### config.mk
export PLATFORM = sky130hd
export DESIGN_NAME = scan_mux
export DESIGN_NICKNAME = d
export VERILOG_FILES = /design/src/rtl/scan_mux_pkg.sv /design/src/rtl/scan_ctr.sv /design/src/rtl/scan_mux.sv
export SDC_FILE = /design/constraint.sdc
export NUM_CORES = 1
export LEC_CHECK = 0
export CAP_MARGIN = 30
export CORE_AREA = 2 2 39 41
export CTS_CLUSTER_SIZE = 20
export DETAILED_ROUTE_END_ITERATION = 7
export DIE_AREA = 0 0 41 43
export RECOVER_POWER = 50
export SLEW_MARGIN = 25
export SYNTH_ARGS = -nofsm -noshare
export SYNTH_HDL_FRONTEND = slang
export SYNTH_HIERARCHICAL = 1
export SYNTH_SLANG_ARGS = --single-unit
export TNS_END_PERCENT = 50
### constraint.sdc
create_clock -name clk -period 1.8 [get_ports clk]
set_input_delay 0.54 -clock clk [delete_from_list [all_inputs] [get_ports clk]]
set_output_delay 0.54 -clock clk [all_outputs]
set_load 0.05 [all_outputs]
### src/rtl/scan_mux_pkg.sv
// scan_mux_pkg: shared definitions for the scan_mux channel selector.
//   mode_e      : manual / scan mode encoding (MODE_MANUAL = 0, MODE_SCAN = 1)
//   safe_clog2  : max(1, clog2(x)), used to size select and counter fields
package scan_mux_pkg;

    typedef enum logic {
        MODE_MANUAL = 1'b0,
        MODE_SCAN   = 1'b1
    } mode_e;

    function automatic int safe_clog2(input int x);
        return (x <= 2) ? 1 : $clog2(x);
    endfunction

endpackage

### src/rtl/scan_ctr.sv
// scan_ctr: channel pointer, dwell counter and frame strobe for scan_mux.
//   clk, reset : clock, synchronous active-high reset
//   sel        : start / manual channel (already range-checked by the caller)
//   mode       : 0 = manual, 1 = scan
//   hold       : freezes pointer and dwell counter in steady scan
//   ptr        : registered channel pointer
//   ptr_next   : value ptr takes at the next edge (used to register the data)
//   frame      : one-cycle pulse on the N-1 -> 0 wrap
module scan_ctr
    import scan_mux_pkg::*;
#(
    parameter  int N     = 4,
    parameter  int DWELL = 4,
    localparam int SW    = safe_clog2(N)
) (
    input  logic          clk,
    input  logic          reset,
    input  logic [SW-1:0] sel,
    input  logic          mode,
    input  logic          hold,
    output logic [SW-1:0] ptr,
    output logic [SW-1:0] ptr_next,
    output logic          frame
);

    localparam int              CW       = safe_clog2(DWELL);
    localparam logic [SW-1:0]   PTR_LAST = SW'(N - 1);
    localparam logic [CW-1:0]   CNT_LAST = CW'(DWELL - 1);

    mode_e         mode_q;
    mode_e         mode_d;
    logic [CW-1:0] cnt;
    logic [CW-1:0] cnt_next;
    logic          frame_next;

    always_comb begin
        mode_d     = mode_e'(mode);
        ptr_next   = ptr;
        cnt_next   = cnt;
        frame_next = 1'b0;
        if (mode_d == MODE_MANUAL || mode_q == MODE_MANUAL) begin
            // manual, or first scan cycle: load from sel; this cycle is dwell #1
            ptr_next = sel;
            cnt_next = '0;
        end else if (!hold) begin
            if (cnt == CNT_LAST) begin
                cnt_next = '0;
                if (ptr == PTR_LAST) begin
                    ptr_next   = '0;
                    frame_next = 1'b1;
                end else begin
                    ptr_next = ptr + 1'b1;
                end
            end else begin
                cnt_next = cnt + 1'b1;
            end
        end
    end

    always_ff @(posedge clk) begin
        if (reset) begin
            ptr    <= '0;
            cnt    <= '0;
            mode_q <= MODE_MANUAL;
            frame  <= 1'b0;
        end else begin
            ptr    <= ptr_next;
            cnt    <= cnt_next;
            mode_q <= mode_d;
            frame  <= frame_next;
        end
    end

endmodule

### src/rtl/scan_mux.sv
// scan_mux: N-channel WIDTH-bit selector with registered output, manual
// and round-robin scan modes.
//   clk, reset : clock, synchronous active-high reset
//   In         : packed channels, channel k = In[k*WIDTH +: WIDTH]
//   Sel        : manual channel / scan start channel (>= N treated as 0)
//   Mode       : 0 = manual, 1 = scan
//   Hold       : scan only, freezes the sweep
//   Out        : registered data of channel Ch
//   Ch         : channel index Out was taken from
//   Frame      : one-cycle pulse when the sweep wraps to channel 0
module scan_mux
    import scan_mux_pkg::*;
#(
    parameter  int WIDTH = 1,
    parameter  int N     = 4,
    parameter  int DWELL = 4,
    localparam int SW    = safe_clog2(N)
) (
    input  logic                 clk,
    input  logic                 reset,
    input  logic [N*WIDTH-1:0]   In,
    input  logic [SW-1:0]        Sel,
    input  logic                 Mode,
    input  logic                 Hold,
    output logic [WIDTH-1:0]     Out,
    output logic [SW-1:0]        Ch,
    output logic                 Frame
);

    logic [SW-1:0]    sel_eff;
    logic [SW-1:0]    ptr_next;
    logic [WIDTH-1:0] chan [N];

    // only non-power-of-two N can present an out-of-range select
    generate
        if (N < (1 << SW)) begin : g_sel_clip
            always_comb sel_eff = (Sel < SW'(N)) ? Sel : '0;
        end else begin : g_sel_pass
            always_comb sel_eff = Sel;
        end
    endgenerate

    always_comb begin
        for (int unsigned k = 0; k < N; k++) begin
            chan[k] = In[k*WIDTH +: WIDTH];
        end
    end

    scan_ctr #(
        .N     (N),
        .DWELL (DWELL)
    ) u_ctr (
        .clk      (clk),
        .reset    (reset),
        .sel      (sel_eff),
        .mode     (Mode),
        .hold     (Hold),
        .ptr      (Ch),
        .ptr_next (ptr_next),
        .frame    (Frame)
    );

    always_ff @(posedge clk) begin
        if (reset) begin
            Out <= '0;
        end else begin
            Out <= chan[ptr_next];
        end
    end

endmodule

# Yosys cells after proc, flatten, opt, wreduce, memory -nomap -nowiden
# Index checks and enable logic that the tools add are counted.
# word_totals
elab_cells	26
register_bits	7
out_inout_bits	4
# classes
eq_ne	2
add_sub_neg	2
magnitude_cmp	1
n_mux	9
bitwise_logic	4
reduce_logical	3
# ops
operator	count
2-to-1 mux 2 bit	5
adder 2 x 1 -> 2 bit, second input constant	2
== test 2 bit, second input constant	2
OR reduction 4 bit	1
>= comparator 3 bit, second input constant	1
2-to-1 mux 1 bit	3
NOT 1 bit	3
NOT 2 -> 3 bit	1
binary-select mux 1 bit (select 2 bit)	1
OR reduction 2 bit	1
logical OR 1 bit	1

# Logic depth before layout (Yosys ltp)
# logic_depth
word_depth	9
mapped_depth	6
depth_no_buf	6

# Hierarchy
# Netlist, hierarchy kept.
# modules_own_cells
mod	cells_each	n_inst	area_per_inst_um2
scan_ctr	28	1	280.3
scan_mux	3	1	56.3

# Worst setup path after synthesis
# Ideal clock, no wire load.
# synth_path
path_kind	register -> register
from	reg u_ctr.ptr[0]
to	reg Out
path_stages_with_launch	7
arrival_ns	1.887
path_slack_ns	-0.199
n_path_buf	0
required_time_ns	1.688
path_cell_list	dfxtp_1 ha_1 nor4b_2 a211oi_1 nor2_1 mux4_2 nor2b_4
# synth_between
elab_chain_len	9
# synth_lines
element	line_no	text
start, declared	scan_ctr.sv:21	output logic [SW-1:0] ptr,
start signal, assigned	scan_ctr.sv:67	ptr <= ptr_next;
adder 2 x 1 -> 2 bit / == test 2 bit (equally long branches)	scan_ctr.sv:52, scan_ctr.sv:48	
2-to-1 mux 2 bit	scan_ctr.sv:48	if (ptr == PTR_LAST) begin
2-to-1 mux 2 bit	scan_ctr.sv:46	if (cnt == CNT_LAST) begin
2-to-1 mux 2 bit (*)	scan_ctr.sv:45	end else if (!hold) begin
2-to-1 mux 2 bit (*)	scan_ctr.sv:41	if (mode_d == MODE_MANUAL || mode_q == MODE_MANUAL) begin
via ptr_next[0]	scan_mux.sv:31	logic [SW-1:0] ptr_next;
NOT 2 -> 3 bit (not written as such) (*)	scan_mux.sv:67	Out <= chan[ptr_next];
binary-select mux 1 bit (select 2 bit) (*)	scan_mux.sv:67	
2-to-1 mux 1 bit (not written as such) (*) (2 in a row)	scan_mux.sv:67	
end signal, assigned	scan_mux.sv:67	
end, declared	scan_mux.sv:25	output logic [WIDTH-1:0] Out,
# The timed path passes the listed nets; every way through them passes the cells marked *. The select of a mux whose other input is x is not followed.
# A chain may end at the register's enable or synchronous reset.

# Worst setup path in the final report
# layout_path
from	reg u_ctr.cnt[1]
to	reg Out
# layout_between
elab_chain_len	8
# layout_lines
element	line_no	text
start, declared	scan_ctr.sv:32	logic [CW-1:0] cnt;
start signal, assigned	scan_ctr.sv:68	cnt <= cnt_next;
== test 2 bit	scan_ctr.sv:46	
2-to-1 mux 2 bit	scan_ctr.sv:46	
2-to-1 mux 2 bit	scan_ctr.sv:45	
2-to-1 mux 2 bit	scan_ctr.sv:41	
via ptr_next[0]	scan_mux.sv:31	
NOT 2 -> 3 bit (not written as such)	scan_mux.sv:67	
binary-select mux 1 bit (select 2 bit)	scan_mux.sv:67	
2-to-1 mux 1 bit (not written as such) (2 in a row)	scan_mux.sv:67	
# The timed path passes the listed nets, and every way through them passes these cells. The select of a mux whose other input is x is not followed.

==> flow_summary.ini <==
[status]
status = completed

[synthesis]
synth_seq_area_share_pct = 41.6
synth_top_family_by_area = simple AND/OR/NAND/NOR gates
synth.distinct_cells = 17
syn-num-nets = 43
synth_compound_area_share_pct = 10.4
synth_area_um2 = 337
synth_top_area_share_pct = 41.6
ys_warn_count = 6
synthMuxAreaShare_pct = 9.67
synth_xor_area_share_pct = 0
synth_area_leaders = dfxtp_1, ha_1, nor3_1, mux4_2, a21oi_1
synth_simple_gate_area_share_pct = 29.7
yosys.area_share.adder_pct = 7.43
synth-seq-cells = 7
avgSynthCellArea_um2 = 10.9
synth_cells = 31
yosysTopAreaCell = dfxtp_1

[routing]
routed_wl_um = 770
num_vias = 315
first_pass_iters = 1
wl_per_cell_um = 10.7
drc = 0
via_per_inst = 4.38
ant_nets = 0
drt_iter0_drc = 0

[cts]
cts.clk_slew.worst_paths_ns = 0.06
numCtsBuffers = 3
cts_buffer_depth = 2
cts-htree-levels = 1
post-cts-setup-buffer-count = 0
postCtsHoldBufs = 0
cts_tree = done
clock-sinks = 7
clock_latency_ns = 0.25
cts_root_buf = clkbuf_4

[grt]
grtUsageTotal_pct = 10.9
antenna_found_initial = 0
globalRouteMet3Util_pct = 3.14
grt.overflow.total = 0
grt_max_degree = 8
grt_use_met1_pct = 11.0
grt.busiest_layer = met2
met2_usage_pct = 17.5
grt_pass1_vias = 318
grt_pass1_wl_um = 1260

[timing]
tightest_slew_ns = 0.588
fin_crit_sh_pct = 95.8
setup_tns_ns = 0
timing.fmax_ghz = 0.580
fin_ws_ns = 0.0749
hold_slack_ns = 0.572
slew-limit-headroom_pct = 60.9
hold_viol = 0
slew_violations = 0
min_period_ns = 1.73
fin_skew_ns = 0.000896
setup_viol_count_final = 0

[worst_setup_path]
slowest_delay_ns = 0.51
critPathRequiredTime_ns = 1.93
crit_slowest_cell = mux4_2
crit_chain = ha_4, nor4b_4, a211oi_2, nor2_2, mux4_2, nor2b_4
end_kind = register
crit_arrival_ns = 1.86
cp-start-kind = register
cp_max_fo = 3
path_class = register to register

[placed_design]
port_buffers = 13
placedInstanceArea_um2 = 554
hpwlAfterDp_um = 638
dp_slack_ns = -0.543
placedCellCount = 68
gp_congestion = 0.691

[layout]
n_antenna_cell = 0
fin_cells = 72
fillers = 144
multi_input_area_um2 = 234
syn_to_final_growth_pct = 83.3
seqCellArea_um2 = 146
final_area_um2 = 617
final_nets = 69
drive_above_1_share_pct = 48.2

[power_and_ir_drop]
p_int_mw = 0.297
leakagePower_nw = 0.246
seq_power_share_pct = 41.3
vdd_drop_max_v = 0.000279
p_sw_share_pct = 26.8
power_density_nw_per_um2 = 659
p_switching_mw = 0.109
p_clk_share_pct = 35.7
p_comb_share_pct = 23.0

[floorplanning]
start_util_pct = 24.3
die_area_um2 = 1760
boundaryPins = 14
rows = 14
core_um2 = 1380
die_width_um = 41
die_h_um = 43

[min_path]
min_path_type = register to register

[job]
max_cap_viol_count = 0
worst paths after layout:
check	startpoint	to	slack, ns	depth (start not counted)
worst max-delay path	u_ctr/cnt[1]	Out	0.07	6
worst min-delay path	u_ctr/cnt[1]	u_ctr/cnt[1]	0.57	2
worst max register to register	u_ctr/cnt[1]	Out	0.07	6
worst min register to register	u_ctr/cnt[1]	u_ctr/cnt[1]	0.57	2
cell usage after synthesis:
cell / number
and3b_1: 1
a211oi_2: 1
mux4_2: 1
nand2_1: 1
dfxtp_1: 7
a21oi_1: 3
nor4b_2: 1
nand2b_4: 1
nor4_1: 1
ha_1: 2
nor2b_1: 1
nor2b_4: 1
nor3_1: 5
inv_1: 1
nor2_1: 2
a211oi_1: 1
mux2i_1: 1
critical path: cells and delay by family (launching register included):
kind	cells	cell delay (ns)
mux	1	0.51
simple gates	3	0.48
flops	1	0.37
fa+ha+maj	1	0.17
compound gates	1	0.08
placed cells by master (no fill, tap or decap):
cell type,instances
nor2_2,1
clkbuf_2,1
mux4_2,1
a21oi_1,3
inv_1,1
nor2b_1,1
dlygate4sd2_1,1
ha_4,2
buf_12,1
nor4b_4,1
clkdlybuf4s50_1,6
buf_4,9
nor4_1,1
dlygate4sd3_1,1
a211oi_2,2
nand2_1,1
dfxtp_4,1
nand2b_4,1
buf_6,1
mux2i_1,1
clkbuf_4,3
and3b_1,1
dfxtp_1,4
nor3_1,5
nor2_1,1
dfxtp_2,2
nor2b_4,1
clkbuf_1,2
state kept, by name (all words and copies together), names as in the netlist:
| signal | cells |
|---|---|
| Out | 1 |
| u_ctr/mode_q | 1 |
| u_ctr/cnt | 2 |
| u_ctr/ptr | 2 |
| u_ctr/frame | 1 |
cells by family after synthesis:
kind of cell	count (synthesis)
flip-flops	7
AO/OA/AOI/OAI	5
AND/OR/NAND/NOR	14
buffers and inverters	1
multiplexers	2
adder cells (fa/ha/maj)	2
power by group through the flow:
| stage | Sequential, mW | Clock, mW | Combinational [mW] |
|---|---|---|---|
| floorplan | 0.188 | 0 | 0.0229 |
| global placement | 0.169 | 0 | 0.0913 |
| detailed placement | 0.169 | 0 | 0.0915 |
| CTS | 0.166 | 0.149 | 0.0917 |
| global route | 0.169 | 0.158 | 0.100 |
| finish | 0.168 | 0.145 | 0.0933 |
metrics by stage:
step	util (%)	power, mW
after floorplan	-	0.211
after global placement	40.1	0.260
after detailed placement	40.1	0.261
after CTS	42.5	0.407
after global routing	44.6	0.427
final	44.6	0.406
area by class of cell:
type | count | share of cell area, %
Clock buffer | 4 | 4.26
Timing Repair Buffer | 21 | 30.2
Sequential cell | 7 | 23.7
Tap cell | 16 | 3.25
Inverter | 1 | 0.609
Multi-Input combinational cell | 23 | 37.9
routing by layer:
| metal | share of wire [%] | wire length (um) | up-vias |
|---|---|---|---|
| met5 | 0 | 0 | - |
| met2 | 59 | 451 | 2 |
| li1 | - | - | 166 |
| met4 | 0 | 0 | 0 |
| met1 | 40 | 309 | 147 |
| met3 | 1.2 | 9 | 0 |
timing repair:
action | CTS | global route
resized for setup | 5 | 8
pin swaps | 3 | 3
endpoints found under the setup margin | 1 | 1
hold endpoints to repair | 0 | 0
Note: power is estimated with default switching activity, not from simulation.
